--- src/rtl/bit_serializer_if.sv ---
// Handshake and serial-output bundle for bit_serializer.
//   din / din_valid / din_ready : parallel word handshake
//   hold                        : downstream stall
//   sout / sout_valid / done    : serial stream, bit qualifier, last-bit pulse
//   words_sent                  : running count of completed words
// master = word source / stream sink, slave = the serializer.
interface bit_serializer_if #(
   parameter int WIDTH = 8
);
   logic [WIDTH-1:0] din;
   logic             din_valid;
   logic             din_ready;
   logic             hold;
   logic             sout;
   logic             sout_valid;
   logic             done;
   logic [15:0]      words_sent;

   modport master (
      output din, din_valid, hold,
      input  din_ready, sout, sout_valid, done, words_sent
   );

   modport slave (
      input  din, din_valid, hold,
      output din_ready, sout, sout_valid, done, words_sent
   );
endinterface

--- src/rtl/bit_serializer.sv ---
// Parallel-to-serial converter with valid/ready input handshake and a
// downstream hold. One word of WIDTH bits is shifted out per WIDTH unstalled
// cycles; a new word may be accepted on the last-bit edge so consecutive words
// stream without a gap.
// Ports:
//   clk  - single clock, rising edge
//   rst  - asynchronous, active-high reset
//   bus  - bit_serializer_if.slave (din/din_valid/din_ready, hold,
//          sout/sout_valid/done, words_sent)
//
// state | meaning
// ------+-----------------------------------------------------------
// IDLE  | no word loaded, sout=0, ready to accept
// SHIFT | word in sreg, cnt_q = index of bit currently on sout
module bit_serializer #(
   parameter int WIDTH     = 8,
   parameter bit MSB_FIRST = 1'b1
) (
   input logic             clk,
   input logic             rst,
   bit_serializer_if.slave bus
);
   localparam int CNT_W = $clog2(WIDTH);
   localparam logic [CNT_W-1:0] LAST_CNT = CNT_W'(WIDTH - 1);

   typedef enum logic {
      IDLE  = 1'b0,
      SHIFT = 1'b1
   } state_t;

   state_t           state_q, state_d;
   logic [WIDTH-1:0] sreg_q, sreg_d;
   logic [CNT_W-1:0] cnt_q, cnt_d;
   logic [15:0]      words_q, words_d;

   logic             din_ready;
   logic             sout_valid;
   logic             done;
   logic [WIDTH-1:0] sreg_shifted;

   // Vacated bit fills with zero so an emptied register naturally reads sout=0.
   assign sreg_shifted = MSB_FIRST ? {sreg_q[WIDTH-2:0], 1'b0}
                                   : {1'b0, sreg_q[WIDTH-1:1]};

   always_comb begin
      state_d    = state_q;
      sreg_d     = sreg_q;
      cnt_d      = cnt_q;
      words_d    = words_q;
      din_ready  = 1'b0;
      sout_valid = 1'b0;
      done       = 1'b0;

      case (state_q)
         IDLE: begin
            // rst gating keeps din_ready low for the whole reset window.
            din_ready = !rst;
            if (bus.din_valid && din_ready) begin
               sreg_d  = bus.din;
               cnt_d   = '0;
               state_d = SHIFT;
            end
         end

         SHIFT: begin
            if (!bus.hold) begin
               sout_valid = 1'b1;
               if (cnt_q == LAST_CNT) begin
                  done      = 1'b1;
                  din_ready = !rst;
                  words_d   = words_q + 16'd1;
                  if (bus.din_valid && din_ready) begin
                     // Chain straight into the next word, no gap cycle.
                     sreg_d = bus.din;
                     cnt_d  = '0;
                  end else begin
                     sreg_d  = '0;
                     cnt_d   = '0;
                     state_d = IDLE;
                  end
               end else begin
                  sreg_d = sreg_shifted;
                  cnt_d  = cnt_q + 1'b1;
               end
            end
         end

         default: begin
            state_d = IDLE;
         end
      endcase
   end

   always_ff @(posedge clk or posedge rst) begin
      if (rst) begin
         state_q <= IDLE;
         sreg_q  <= '0;
         cnt_q   <= '0;
         words_q <= '0;
      end else begin
         state_q <= state_d;
         sreg_q  <= sreg_d;
         cnt_q   <= cnt_d;
         words_q <= words_d;
      end
   end

   assign bus.sout       = MSB_FIRST ? sreg_q[WIDTH-1] : sreg_q[0];
   assign bus.sout_valid = sout_valid;
   assign bus.done       = done;
   assign bus.din_ready  = din_ready;
   assign bus.words_sent = words_q;
endmodule

--- src/flat_wrapper.sv ---
// flat-port wrapper written by rule: the top's interface ports become plain ports
module bit_serializer_flat 
#(
   parameter int WIDTH     = 8,
   parameter bit MSB_FIRST = 1'b1
)
  (clk, rst, bus_din, bus_din_valid, bus_hold, bus_din_ready, bus_sout, bus_sout_valid, bus_done, bus_words_sent);
  bit_serializer_if #(.WIDTH(WIDTH)) bus_i ();
  input logic clk;
  input logic rst;
  input wire logic [$bits(bus_i.din)-1:0] bus_din;
  input wire logic [$bits(bus_i.din_valid)-1:0] bus_din_valid;
  input wire logic [$bits(bus_i.hold)-1:0] bus_hold;
  output wire logic [$bits(bus_i.din_ready)-1:0] bus_din_ready;
  output wire logic [$bits(bus_i.sout)-1:0] bus_sout;
  output wire logic [$bits(bus_i.sout_valid)-1:0] bus_sout_valid;
  output wire logic [$bits(bus_i.done)-1:0] bus_done;
  output wire logic [$bits(bus_i.words_sent)-1:0] bus_words_sent;
  assign bus_i.din = bus_din;
  assign bus_i.din_valid = bus_din_valid;
  assign bus_i.hold = bus_hold;
  assign bus_din_ready = bus_i.din_ready;
  assign bus_sout = bus_i.sout;
  assign bus_sout_valid = bus_i.sout_valid;
  assign bus_done = bus_i.done;
  assign bus_words_sent = bus_i.words_sent;
  bit_serializer #(.WIDTH(WIDTH), .MSB_FIRST(MSB_FIRST)) u_core (.clk(clk), .rst(rst), .bus(bus_i));
endmodule
--- config.mk ---
export PLATFORM = sky130hd
export DESIGN_NAME = bit_serializer_flat
export DESIGN_NICKNAME = d
export VERILOG_FILES = /design/src/rtl/bit_serializer_if.sv /design/src/rtl/bit_serializer.sv /design/src/flat_wrapper.sv
export SDC_FILE = /design/constraint.sdc
export NUM_CORES = 1
export LEC_CHECK = 0
export CAP_MARGIN = 30
export CORE_MARGIN = 10
export CORE_UTILIZATION = 25
export DETAILED_ROUTE_END_ITERATION = 6
export SYNTH_ARGS = -nofsm -noshare
export SYNTH_HDL_FRONTEND = slang
export SYNTH_SLANG_ARGS = --single-unit
--- constraint.sdc ---
create_clock -name clk -period 1.5 [get_ports clk]
set_input_delay 0.15 -clock clk [delete_from_list [all_inputs] [get_ports clk]]
set_output_delay 0.15 -clock clk [all_outputs]
set_load 0.01 [all_outputs]
======== Yosys cells after proc, flatten, opt, wreduce, memory -nomap -nowiden ========
Index checks and enable logic that the tools add are counted.
operators by class
  $mul .................................... 0
  eq/ne operators ......................... 3
  magnitude comparators ................... 0
  $add $sub $neg .......................... 2
  muxes and demuxes ....................... 21
  shifts and indexed selects .............. 0
  reduce and logical (&&, ||, !) cells .... 4
  bitwise logic cells ..................... 2
  div/mod/pow operators ................... 0
operator list
  operator               number
  $mux 8                 4
  $add 16x1->16 const B  1
  $pmux 8 s2             1
  $mux 1                 10
  $mux 3                 3
  $pmux 3 s2             1
  $pmux 1 s2             2
  $add 3x1->3 const B    1
  $eq 3x3->1 const B     1
  $reduce_and 3->1       1
  $ne 2x1->1 const B     1
  $ne 2x2->1 const B     1
  $not 1->1              2
  $reduce_and 2->1       1
  $logic_and 1x1->1      1
  $logic_not 1->1        1
storage, ports and cells
  register bits after elaboration ......... 28
  bits in read-only memories .............. 0
  bits of input ports ..................... 12
  memories ................................ 0
  output and inout port bits .............. 20
  bits in latches ......................... 0
  bits in writable memories ............... 0

======== Depth between registers and ports, before layout ========
  depth in word-level cells ............... 6
  mapped depth ............................ 7

======== Worst setup path before layout ========
Ideal clock, no wire load.
  path kind ............................... register -> register
  start ................................... reg u_core.cnt_q[0]
  end ..................................... reg u_core.words_q[12], in the netlist u_core.bus.words_sent[12]
  period minus slack after synthesis ...... 1598 ps
  arrival time ............................ 1472 ps
  slack ................................... -98 ps
  cell stages (with the launch flop) ...... 7
  cells stage by stage .................... dfrtp_1 > ha_1 > ha_1 > nand4b_4 > nor4_4 > nand3_1 > xnor2_1
between the ends
  word-level cells in the longest chain between the ends .. 2
ends and longest elaborated chain
  element                     line                   text
  from (decl)                 bit_serializer.sv:33   logic [CNT_W-1:0] cnt_q, cnt_d;
  from (signal assigned)      bit_serializer.sv:103  cnt_q <= cnt_d;
  $eq 3x3->1                  bit_serializer.sv:68   if (cnt_q == LAST_CNT) begin
  $reduce_and 3->1 (no line)  n/a
  to (signal assigned)        bit_serializer.sv:104  words_q <= words_d;
  to (decl)                   bit_serializer.sv:34   logic [15:0] words_q, words_d;
Every way passes these cells.
A chain may end at the register's enable or synchronous reset.

======== Worst setup path in the final report ========
  start ................................... reg u_core.cnt_q[1]
  end ..................................... reg u_core.words_q[8], in the netlist u_core.bus.words_sent[8]
Same word-level chain as after synthesis.

==> impl_metrics.env <==
export IMPL_status="finished, violations left"
export IMPL_violations="negative setup slack"
export IMPL_num_nets_final=189
export IMPL_seqPwrFrac_pct=42.1
export IMPL_final_core_util_pct=39.4
export IMPL_skew_ns=0.00177
export IMPL_cts_sinks=28
export IMPL_synth_compound_area_share_pct=11.0
export IMPL_diodes=0
export IMPL_p_sw_share_pct=32.6
export IMPL_gp_congestion=0.729
export IMPL_worst_pin_slew_ns=0.368
export IMPL_register_area_sq_um=702
export IMPL_grt_pass1_vias=1091
export IMPL_p_int_mw=1.75
export IMPL_final_cells=241
export IMPL_clockBufferDepth=2
export IMPL_io_buffers=31
export IMPL_finalSetupViolCount=22
export IMPL_drc=0
export IMPL_synth_top_family_by_area="simple AND/OR/NAND/NOR gates"
export IMPL_syn_avg_cell_area_sq_um=11.4
export IMPL_period_share_pct=108
export IMPL_die_width_microns=94.0
export IMPL_rsz0062_at_grt="true"
export IMPL_netlist_instances=120
export IMPL_slew_violations=0
export IMPL_synthAdderAreaFrac_pct=3.66
export IMPL_critical_path_max_fanout=4
export IMPL_cp_start_kind="register"
export IMPL_cts_tree="built"
export IMPL_hold_slack_ns=0.306
export IMPL_setup_tns_ns=-1.40
export IMPL_cts_htree_levels=1
export IMPL_drt_total_wl_microns=3090
export IMPL_avgViaCountPerCell=4.27
export IMPL_die_area_sq_um=8840
export IMPL_layout_commonest_cell="dfrtp_1"
export IMPL_max_stage_delay_ns=0.37
export IMPL_antenna_found_initial=0
export IMPL_hpwl_microns=2320
export IMPL_combPwrFrac_pct=42.7
export IMPL_setup_ws_ns=-0.122
export IMPL_worst_ep_required_time_ns=1.69
export IMPL_synth_cell_types=32
export IMPL_clk_latency_ns=0.26
export IMPL_cpMaxStageDelayCell="dfrtp_1"
export IMPL_placed_area_sq_um=1840
export IMPL_leakagePower_nw=0.956
export IMPL_final_hold_violation_count=0
export IMPL_grt_first_pass_wirelength_microns=5180
export IMPL_crit_chain="ha_2 -> ha_4 -> buf_6 -> nand4b_4 -> or2_4 -> nor2_2 -> xor2_1"
export IMPL_grt_overflow_total=0
export IMPL_p_per_area_nw_per_um2=1270
export IMPL_period_minus_slack_ns=1.62
export IMPL_netlist_area_sq_um=1370
export IMPL_p_clk_share_pct=15.3
export IMPL_end_kind="register"
export IMPL_grt_max_degree=29
export IMPL_multi_input_area_sq_um=714
export IMPL_yosysSeqAreaShare_pct=51.2
export IMPL_synth_nets=136
export IMPL_power_switching_mw=0.847
export IMPL_rows=26
export IMPL_yosysWarnings=0
export IMPL_fillCellCount=529
export IMPL_stdcell_area_sq_um=2050
export IMPL_drt_initial_drc_count=14
export IMPL_arrival_ns=1.82
export IMPL_r2r_slack_ns=-0.12
export IMPL_drtAntennaViolNets=0
export IMPL_relSlewSlack_pct=75.5
export IMPL_wire_per_inst_microns=12.8
export IMPL_drt_first_pass_iters=2
export IMPL_synth_xor_area_share_pct=9.60
export IMPL_root_buffer="clkbuf_8"
export IMPL_clk_pin_slew_worst_paths_ns=0.09
export IMPL_yosys_register_bits=28
export IMPL_core_area_sq_um=5200
export IMPL_cts_hold_buffers=0
export IMPL_grt_use_total_pct=7.13
export IMPL_synth_area_mux_share_pct=1.83
export IMPL_synthSimpleGateAreaFrac_pct=18.6
export IMPL_vias=1029
export IMPL_initial_core_util_pct=26.3
export IMPL_worstSetupPathType="register to register"
export IMPL_die_h_microns=94.0
export IMPL_hp_class="input pin to async pin"
export IMPL_area_delta_synth_final_pct=49.8
export IMPL_peakVddDrop_uv=690
export IMPL_pin_count=32
export IMPL_mostFrequentLayoutCells="dfrtp_1 (27), clkdlybuf4s50_1 (23), buf_4 (18)"
export IMPL_cts_buffers=3
export IMPL_cap_violations=0
export IMPL_max_freq_mhz=616
export IMPL_drive_above_1_share_pct=31.0
export IMPL_placedCellCount=232
-- through the flow --
stage | total power, mW | worst slack (ns)
4_1_cts | 2.52 | -0.134
3_3_place_gp | 2.01 | -0.238
6_report | 2.59 | -0.122
2_1_floorplan | 1.64 | 0.0100
5_1_grt | 2.82 | -0.222
3_5_place_dp | 2.04 | -0.260
-- cell usage after synthesis, drive strengths merged --
| master | count | share of area (%) |
|---|---|---|
| a21oi | 7 | 2.6 |
| a22o | 2 | 1.3 |
| a22oi | 7 | 3.8 |
| a31oi | 1 | 0.46 |
| and2 | 2 | 0.91 |
| and4 | 1 | 0.64 |
| buf | 4 | 3.0 |
| clkbuf | 1 | 0.27 |
| dfrtp | 28 | 51 |
| ha | 4 | 3.7 |
| inv | 3 | 0.82 |
| mux2 | 1 | 1.1 |
| mux2i | 1 | 0.73 |
| nand2 | 9 | 2.5 |
| nand2b | 1 | 0.46 |
| nand3 | 4 | 1.5 |
| nand4 | 4 | 2.3 |
| nand4b | 1 | 1.7 |
| nor2 | 12 | 3.3 |
| nor2b | 2 | 1.5 |
| nor3 | 1 | 0.37 |
| nor4 | 2 | 3.1 |
| o21a | 1 | 0.55 |
| o21ai | 4 | 1.5 |
| o21bai | 1 | 0.82 |
| or2 | 1 | 0.46 |
| xnor2 | 11 | 7.0 |
| xor2 | 4 | 2.6 |
-- power groups by stage --
stage          clock, mW  sequential (mW)  combinational (mW)
4_1_cts            0.429             1.07                1.02
5_1_grt            0.457             1.12                1.24
6_report           0.396             1.09                1.11
3_5_place_dp           0             1.09               0.950
3_3_place_gp           0             1.08               0.927
2_1_floorplan          0             1.10               0.539
-- logic make-up after synthesis --
logic type,Yosys count
XOR/XNOR,15
AO/OA/AOI/OAI,23
AND/OR/NAND/NOR,40
buffers and inverters,8
multiplexers,2
adder cells (fa/ha/maj),4
flip-flops,28
-- flip-flops by register name, summed over array words and instances, names as in the netlist --
signal / cells
u_core.sreg_q: 8
u_core.bus.words_sent: 16
u_core.cnt_q: 3
u_core.state_q: 1
-- cell type report --
type | instances | share of cell area, %
multi-input cells | 84 | 34.8
flip-flops and latches | 28 | 34.2
repair buffers | 53 | 24.1
well taps | 70 | 4.27
clock buffers | 3 | 2.01
inverters | 3 | 0.549
-- timing repair --
| item | in CTS | in global routing |
|---|---|---|
| gates cloned | 0 | 0 |
| pin swaps | 5 | 16 |
| setup buffers | 3 | 3 |
| hold endpoints to repair | 0 | 0 |
| setup endpoints to repair | 24 | 30 |
| gates resized for setup | 24 | 19 |
-- worst max-delay path: cells and delay by family, from the launching register on --
kind	cells	cell delay, ns
XOR/XNOR	1	0.16
AND/OR/NAND/NOR	3	0.58
buffers and inverters	1	0.10
flip-flops	1	0.37
adder cells (fa/ha/maj)	2	0.35
-- metal layers --
layer,global-route usage [%],vias to the layer above,wire [microns]
met4,1.90,0,18
li1,-,522,-
met1,8.58,487,1310
met2,11.4,18,1520
met5,0,-,0
met3,2.96,2,244
-- worst paths after layout --
path | from | end | cells after the start
worst min register to register | u_core.bus.words_sent[15] | u_core.bus.words_sent[15] | 1
min in group clk | bus_hold | u_core.state_q | 3
worst max register to register | u_core.cnt_q[1] | u_core.bus.words_sent[8] | 7
max in group asynchronous | rst | u_core.bus.words_sent[2] | 3
worst min-delay path | rst | u_core.sreg_q[4] | 3
worst max-delay path | u_core.cnt_q[1] | u_core.bus.words_sent[8] | 7
(Power assumes the default switching activity.)
